===== config.mk =====
export PLATFORM = sky130hd
export DESIGN_NAME = lane_loader_flat
export DESIGN_NICKNAME = d
export VERILOG_FILES = /design/src/rtl/lane_loader_if.sv /design/src/rtl/lane_loader.sv /design/src/flat_wrapper.sv
export SDC_FILE = /design/constraint.sdc
export NUM_CORES = 1
export LEC_CHECK = 0
export ABC_AREA = 1
export CORE_MARGIN = 2
export CORE_UTILIZATION = 41
export DETAILED_ROUTE_END_ITERATION = 7
export PLACE_DENSITY = 0.76
export SLEW_MARGIN = 20
export SYNTH_ARGS = -nofsm -noshare
export SYNTH_HDL_FRONTEND = slang
export SYNTH_SLANG_ARGS = --single-unit

===== constraint.sdc =====
create_clock -name clk -period 14.35 [get_ports clk]
set_input_delay 2.87 -clock clk [delete_from_list [all_inputs] [get_ports clk]]
set_output_delay 2.87 -clock clk [all_outputs]
set_load 0.05 [all_outputs]

===== src/rtl/lane_loader_if.sv =====
// Word-in / frame-out bus of the lane loader.
// The upstream feeder and the downstream selector share this bundle.
interface lane_loader_if #(
  parameter int unsigned DATA_W = 32
);
  logic [DATA_W-1:0]   in_data;
  logic [1:0]          in_lane;
  logic                in_valid;
  logic                in_last;
  logic                in_ready;
  logic [4*DATA_W-1:0] inp_out;
  logic [3:0]          valid_out;
  logic [2:0]          cnt_out;
  logic                frame_valid;
  logic                frame_ack;

  modport master (
    output in_data, in_lane, in_valid, in_last, frame_ack,
    input  in_ready, inp_out, valid_out, cnt_out, frame_valid
  );

  modport slave (
    input  in_data, in_lane, in_valid, in_last, frame_ack,
    output in_ready, inp_out, valid_out, cnt_out, frame_valid
  );
endinterface


===== src/rtl/lane_loader.sv =====
// Packs lane-tagged words into a 4-lane frame.
// The frame closes on last, on a full mask or on an idle timeout, then waits for an ack.
module lane_loader #(
  parameter int unsigned DATA_W  = 32,
  parameter int unsigned TIMEOUT = 16
) (
  input  logic         clk,
  input  logic         rst,
  lane_loader_if.slave bus
);

  localparam int unsigned LANES = 4;
  localparam int unsigned CNT_W = 3;
  localparam int unsigned TMO_W = 8;
  localparam bit          TMO_EN = (TIMEOUT != 0);
  localparam logic [TMO_W-1:0] TMO_LAST = (TIMEOUT == 0) ? '0 : TMO_W'(TIMEOUT - 1);

  typedef enum logic {FILL, HOLD} state_t;

  state_t                         state_q, state_d;
  logic [LANES-1:0][DATA_W-1:0]   lanes_q, lanes_d;
  logic [LANES-1:0]               mask_q, mask_d;
  logic [CNT_W-1:0]               cnt_q, cnt_d;
  logic [TMO_W-1:0]               tmo_q, tmo_d;
  logic                           close;

  // Next-state and next-frame computation
  always_comb begin
    state_d = state_q;
    lanes_d = lanes_q;
    mask_d  = mask_q;
    tmo_d   = tmo_q;
    close   = 1'b0;
    cnt_d   = '0;

    unique case (state_q)
      FILL: begin
        if (bus.in_valid) begin
          lanes_d[bus.in_lane] = bus.in_data;
          mask_d[bus.in_lane]  = 1'b1;
          tmo_d                = '0;
          close                = bus.in_last || (mask_d == {LANES{1'b1}});
        end else if (TMO_EN && (mask_q != '0)) begin
          // Idle edge on a non-empty frame: count towards the timeout
          if (tmo_q == TMO_LAST) begin
            close = 1'b1;
            tmo_d = '0;
          end else begin
            tmo_d = tmo_q + TMO_W'(1);
          end
        end
        if (close) state_d = HOLD;
      end
      HOLD: begin
        if (bus.frame_ack) begin
          state_d = FILL;
          lanes_d = '0;
          mask_d  = '0;
          tmo_d   = '0;
        end
      end
      default: state_d = FILL;
    endcase

    for (int k = 0; k < int'(LANES); k++) begin
      cnt_d = cnt_d + CNT_W'(mask_d[k]);
    end
  end

  always_ff @(posedge clk or posedge rst) begin
    if (rst) begin
      state_q <= FILL;
      lanes_q <= '0;
      mask_q  <= '0;
      cnt_q   <= '0;
      tmo_q   <= '0;
    end else begin
      state_q <= state_d;
      lanes_q <= lanes_d;
      mask_q  <= mask_d;
      cnt_q   <= cnt_d;
      tmo_q   <= tmo_d;
    end
  end

  assign bus.in_ready    = (state_q == FILL) && !rst;
  assign bus.inp_out     = lanes_q;
  assign bus.valid_out   = mask_q;
  assign bus.cnt_out     = cnt_q;
  assign bus.frame_valid = (state_q == HOLD);

endmodule

===== src/flat_wrapper.sv =====
// flat-port wrapper written by rule: the top's interface ports become plain ports
module lane_loader_flat 
#(
  parameter int unsigned DATA_W  = 32,
  parameter int unsigned TIMEOUT = 16
)
  (clk, rst, bus_in_data, bus_in_lane, bus_in_valid, bus_in_last, bus_frame_ack, bus_in_ready, bus_inp_out, bus_valid_out, bus_cnt_out, bus_frame_valid);
  lane_loader_if #(.DATA_W(DATA_W)) bus_i ();
  input  logic clk;
  input  logic rst;
  input wire logic [$bits(bus_i.in_data)-1:0] bus_in_data;
  input wire logic [$bits(bus_i.in_lane)-1:0] bus_in_lane;
  input wire logic [$bits(bus_i.in_valid)-1:0] bus_in_valid;
  input wire logic [$bits(bus_i.in_last)-1:0] bus_in_last;
  input wire logic [$bits(bus_i.frame_ack)-1:0] bus_frame_ack;
  output wire logic [$bits(bus_i.in_ready)-1:0] bus_in_ready;
  output wire logic [$bits(bus_i.inp_out)-1:0] bus_inp_out;
  output wire logic [$bits(bus_i.valid_out)-1:0] bus_valid_out;
  output wire logic [$bits(bus_i.cnt_out)-1:0] bus_cnt_out;
  output wire logic [$bits(bus_i.frame_valid)-1:0] bus_frame_valid;
  assign bus_i.in_data = bus_in_data;
  assign bus_i.in_lane = bus_in_lane;
  assign bus_i.in_valid = bus_in_valid;
  assign bus_i.in_last = bus_in_last;
  assign bus_i.frame_ack = bus_frame_ack;
  assign bus_in_ready = bus_i.in_ready;
  assign bus_inp_out = bus_i.inp_out;
  assign bus_valid_out = bus_i.valid_out;
  assign bus_cnt_out = bus_i.cnt_out;
  assign bus_frame_valid = bus_i.frame_valid;
  lane_loader #(.DATA_W(DATA_W), .TIMEOUT(TIMEOUT)) u_core (.clk(clk), .rst(rst), .bus(bus_i));
endmodule

==> metrics.md <==
| Metric | Value |
|---|---|
| Clk Latency, worst-skew pair | `0.42 ns` |
| Post-layout net count | `a little over 900` |
| DRC viols | `0` |
| Number of global-route vias before repair | `5716` |
| Drt wl/cell | `roughly 18 um` |
| Die Y-Extent | `around 130 um` |
| Crit end category | `output pin` |
| Final hold slack | `0.504 ns` |
| Leakage | `4.40 nW` |
| F_max | `0.139 GHz` |
| EDFF count, synth | `0` |
| Hold path startpoint | `u_core.bus.inp_out[127]` |
| Max-cap violations | `0` |
| Syn-to-layout area delta | `36.5%` |
| Psw | `~550 uW` |
| Clock skew | `between 0.01 and 0.015 ns` |
| PostCTS Resize Cnt | `0` |
| Hold Path Class | `reg2reg` |
| Count of final max-slew check failures | `0` |
| Largest net degree at the start of global routing | `134` |
| Postcts setup bufs | `0` |
| DP HPWL | `between 10000 and 15000 um` |
| Yosys reg bits | `144` |
| Clock sinks | `144` |
| Clk root buf | `clkbuf_16` |
| Pint | `roughly 880 uW` |
| Part of the cycle the worst path needs | `0.500` |
| Via density per instance | `5.40` |
| Die width | `129 um` |
| Via count | `5790` |
| Synth async-reset ratio | `1.00` |
| Relative slew slack | `0.351` |
| Antenna violations before repair | `0` |
| Crit Path Max Fanout | `2` |
| Cell count after synthesis | `726` |
| Final Hold Fails | `0` |
| Minimum clock period | `7.17 ns` |
| TritonCTS buffer count | `17` |
| FILL cells | `1353` |
| Max Root-Sink Buffers | `2` |
| Status | `finished, final reports clean` |
| Origin of the critical flop-to-flop path | `u_core.bus.frame_valid` |
| H-tree depth | `4` |
| R2r endpoint | `u_core.bus.cnt_out[1]` |
| Standard-cell rows | `45` |
| CP required | `approximately 11 ns` |
| Iter 0 DRT Violations | `387` |
| Synth Warn # | `0` |
| Detail Route Antenna Nets | `0` |
| R2R setup slack | `11.61 ns` |
| Final wirelength | `19700 um` |
| Net Count, Synth | `769` |
| GRT overflow | `0` |
| Hold Path Sink | `u_core.bus.inp_out[127]` |
| Pre-CTS setup slack | `7.18 ns` |
| Gr usage total | `0.245` |
| Mapped Area | `6370 sq um` |
| Least-Margin Pin Slew | `between 0.9 and 1 ns` |
| Core ar. | `approximately 15000 sq um` |
| CTS clock-pin slew for the worst setup and hold paths | `0.06 ns` |
| Switching fraction of total power | `0.388` |
| Starting Density | `0.419` |
| Clk pwr share | `0.313` |
| Setup WS post-layout | `roughly 7.2 ns` |
| Setup-failing EPs final | `0` |
| Final TNS setup | `0 ns` |
| GPL Wtd Cong | `between 0.7 and 0.8` |
| Antenna Cells | `0` |
| Buffers on Ports | `175` |
| Startpoint Class | `input port` |
| Unrepaired setup endpoints after global routing | `false` |
| Boundary pin count | `176` |
| CTS tree | `built` |
| Maximum vdd ir drop | `0.0780 mV` |
| Part of the power in combinational logic | `0.337` |
| First-pass GRT wire length | `between 30000 and 40000 um` |
| Register-to-Register Path Depth | `6` |
| Hold buffer count at cts | `0` |
| Layout cell share with drive strength beyond 1 | `0.0655` |
| Min-Delay Path Depth | `2` |
| Top_reg_cell synth | `dfrtp_1` |
| Area of the die | `between 15000 and 20000 sq um` |
| WS Path Type | `in2out` |
| Average cell area after synthesis | `8.77 sq um` |
| Power Density | `164 nW/um^2` |
| Worst Path Arrival | `4.30 ns` |
| Flop pwr share | `0.350` |
| Pre-Repair DR Iteration Count | `5` |
| Seq/Total Area, Yosys | `0.566` |
| Unique cell type count in the Yosys netlist | `27` |
-- metal layers --
| layer | global-route usage | vias to the layer above | part of all wire | wire length (um) |
|---|---|---|---|---|
| met4 | 0.0652 | 0 | 0.013 | 257 |
| met2 | 0.392 | 211 | 0.47 | 9220 |
| met5 | 0 | - | 0 | 0 |
| met1 | 0.337 | 2872 | 0.46 | 8990 |
| li1 | - | 2682 | - | - |
| met3 | 0.0599 | 25 | 0.064 | 1260 |
-- critical path, cell delays in order --
cell and delay (ns):
clkdlybuf4s50_1 0.49, nor2_1 0.13, clkdlybuf4s50_1 0.81
-- final cells by class --
cell class / count / area [sq um] / share of cell area
clock inverters: 11 / 129 / 0.0148
repair buffers: 179 / 1780 / 0.205
multi-input cells: 476 / 2270 / 0.261
well taps: 188 / 235 / 0.0271
clock buffers: 21 / 470 / 0.0541
flip-flops and latches: 144 / 3600 / 0.414
inverters: 54 / 208 / 0.0239
-- logic make-up (layout without fill, tap and decap cells) --
| family | Yosys count | in the layout | synth area share |
|---|---|---|---|
| compound gates | 43 | 43 | 0.0346 |
| fa+ha+maj | 4 | 4 | 0.00904 |
| buf+inv | 106 | 265 | 0.0792 |
| simple gates | 429 | 429 | 0.312 |
| flops | 144 | 144 | 0.566 |
-- power groups by stage --
stage	Sequential [mW]	Combinational (mW)	Clock [mW]
after floorplan	0.698	0.126	0
after global placement	0.506	0.478	0
after detailed placement	0.506	0.484	0
after CTS	0.501	0.485	0.455
after global routing	0.507	0.510	0.470
final	0.501	0.482	0.447
-- per-stage QoR --
stage,cell area [sq um],power [mW],utilization,instances
CTS,8690,1.44,0.572,1073
global route,8690,1.49,0.572,1073
finish,8690,1.43,0.572,1073
global placement,8100,0.984,0.533,1041
detailed placement,8100,0.990,0.533,1041
floorplan,6370,0.824,-,726
-- Yosys cell counts (2+ instances only) --
| cell | number | area (sq um) |
|---|---|---|
| nand3_1 | 234 | 1170 |
| nand2_1 | 164 | 616 |
| dfrtp_1 | 144 | 3600 |
| inv_1 | 48 | 180 |
| o21ai_0 | 36 | 180 |
| buf_2 | 27 | 135 |
| nor2_1 | 13 | 48.8 |
| clkbuf_1 | 10 | 37.5 |
| buf_6 | 8 | 90.1 |
| inv_2 | 6 | 22.5 |
| nand2_2 | 6 | 37.5 |
| nor2_2 | 4 | 25.0 |
| buf_1 | 3 | 11.3 |
| buf_4 | 3 | 22.5 |
| ha_1 | 3 | 37.5 |
| o21ai_1 | 3 | 15.0 |
| a21oi_1 | 2 | 10.0 |
| nand2_4 | 2 | 22.5 |
| nor3_1 | 2 | 10.0 |
-- registers in the layout, summed over array words and instances, names as in the netlist --
signal                  flops
u_core.tmo_q                8
u_core.bus.inp_out        128
u_core.bus.cnt_out          3
u_core.bus.frame_valid      1
u_core.bus.valid_out        4
-- how the worst max path moves through the flow --
stage	start	end	slack, ns	cells after the start
CTS	rst	bus_in_ready	7.17	3
global route	rst	bus_in_ready	7.15	3
detailed placement	rst	bus_in_ready	7.18	3
floorplan	rst	u_core.bus.cnt_out[0]	7.61	1
finish	rst	bus_in_ready	7.18	3
global placement	rst	bus_in_ready	7.20	3
-- cells in the final DEF (no fill, tap or decap), types with 4 or more instances in the layout --
cell type        count
o21ai_0             36
nand2_1            164
clkdlybuf4s50_1    175
dfrtp_1            144
inv_6                4
nor2_1              13
clkinvlp_4           5
buf_4                4
inv_2                6
nand2_2              6
inv_1               47
nand3_1            234
clkbuf_16           17
Power figures use the tool's default switching activity.
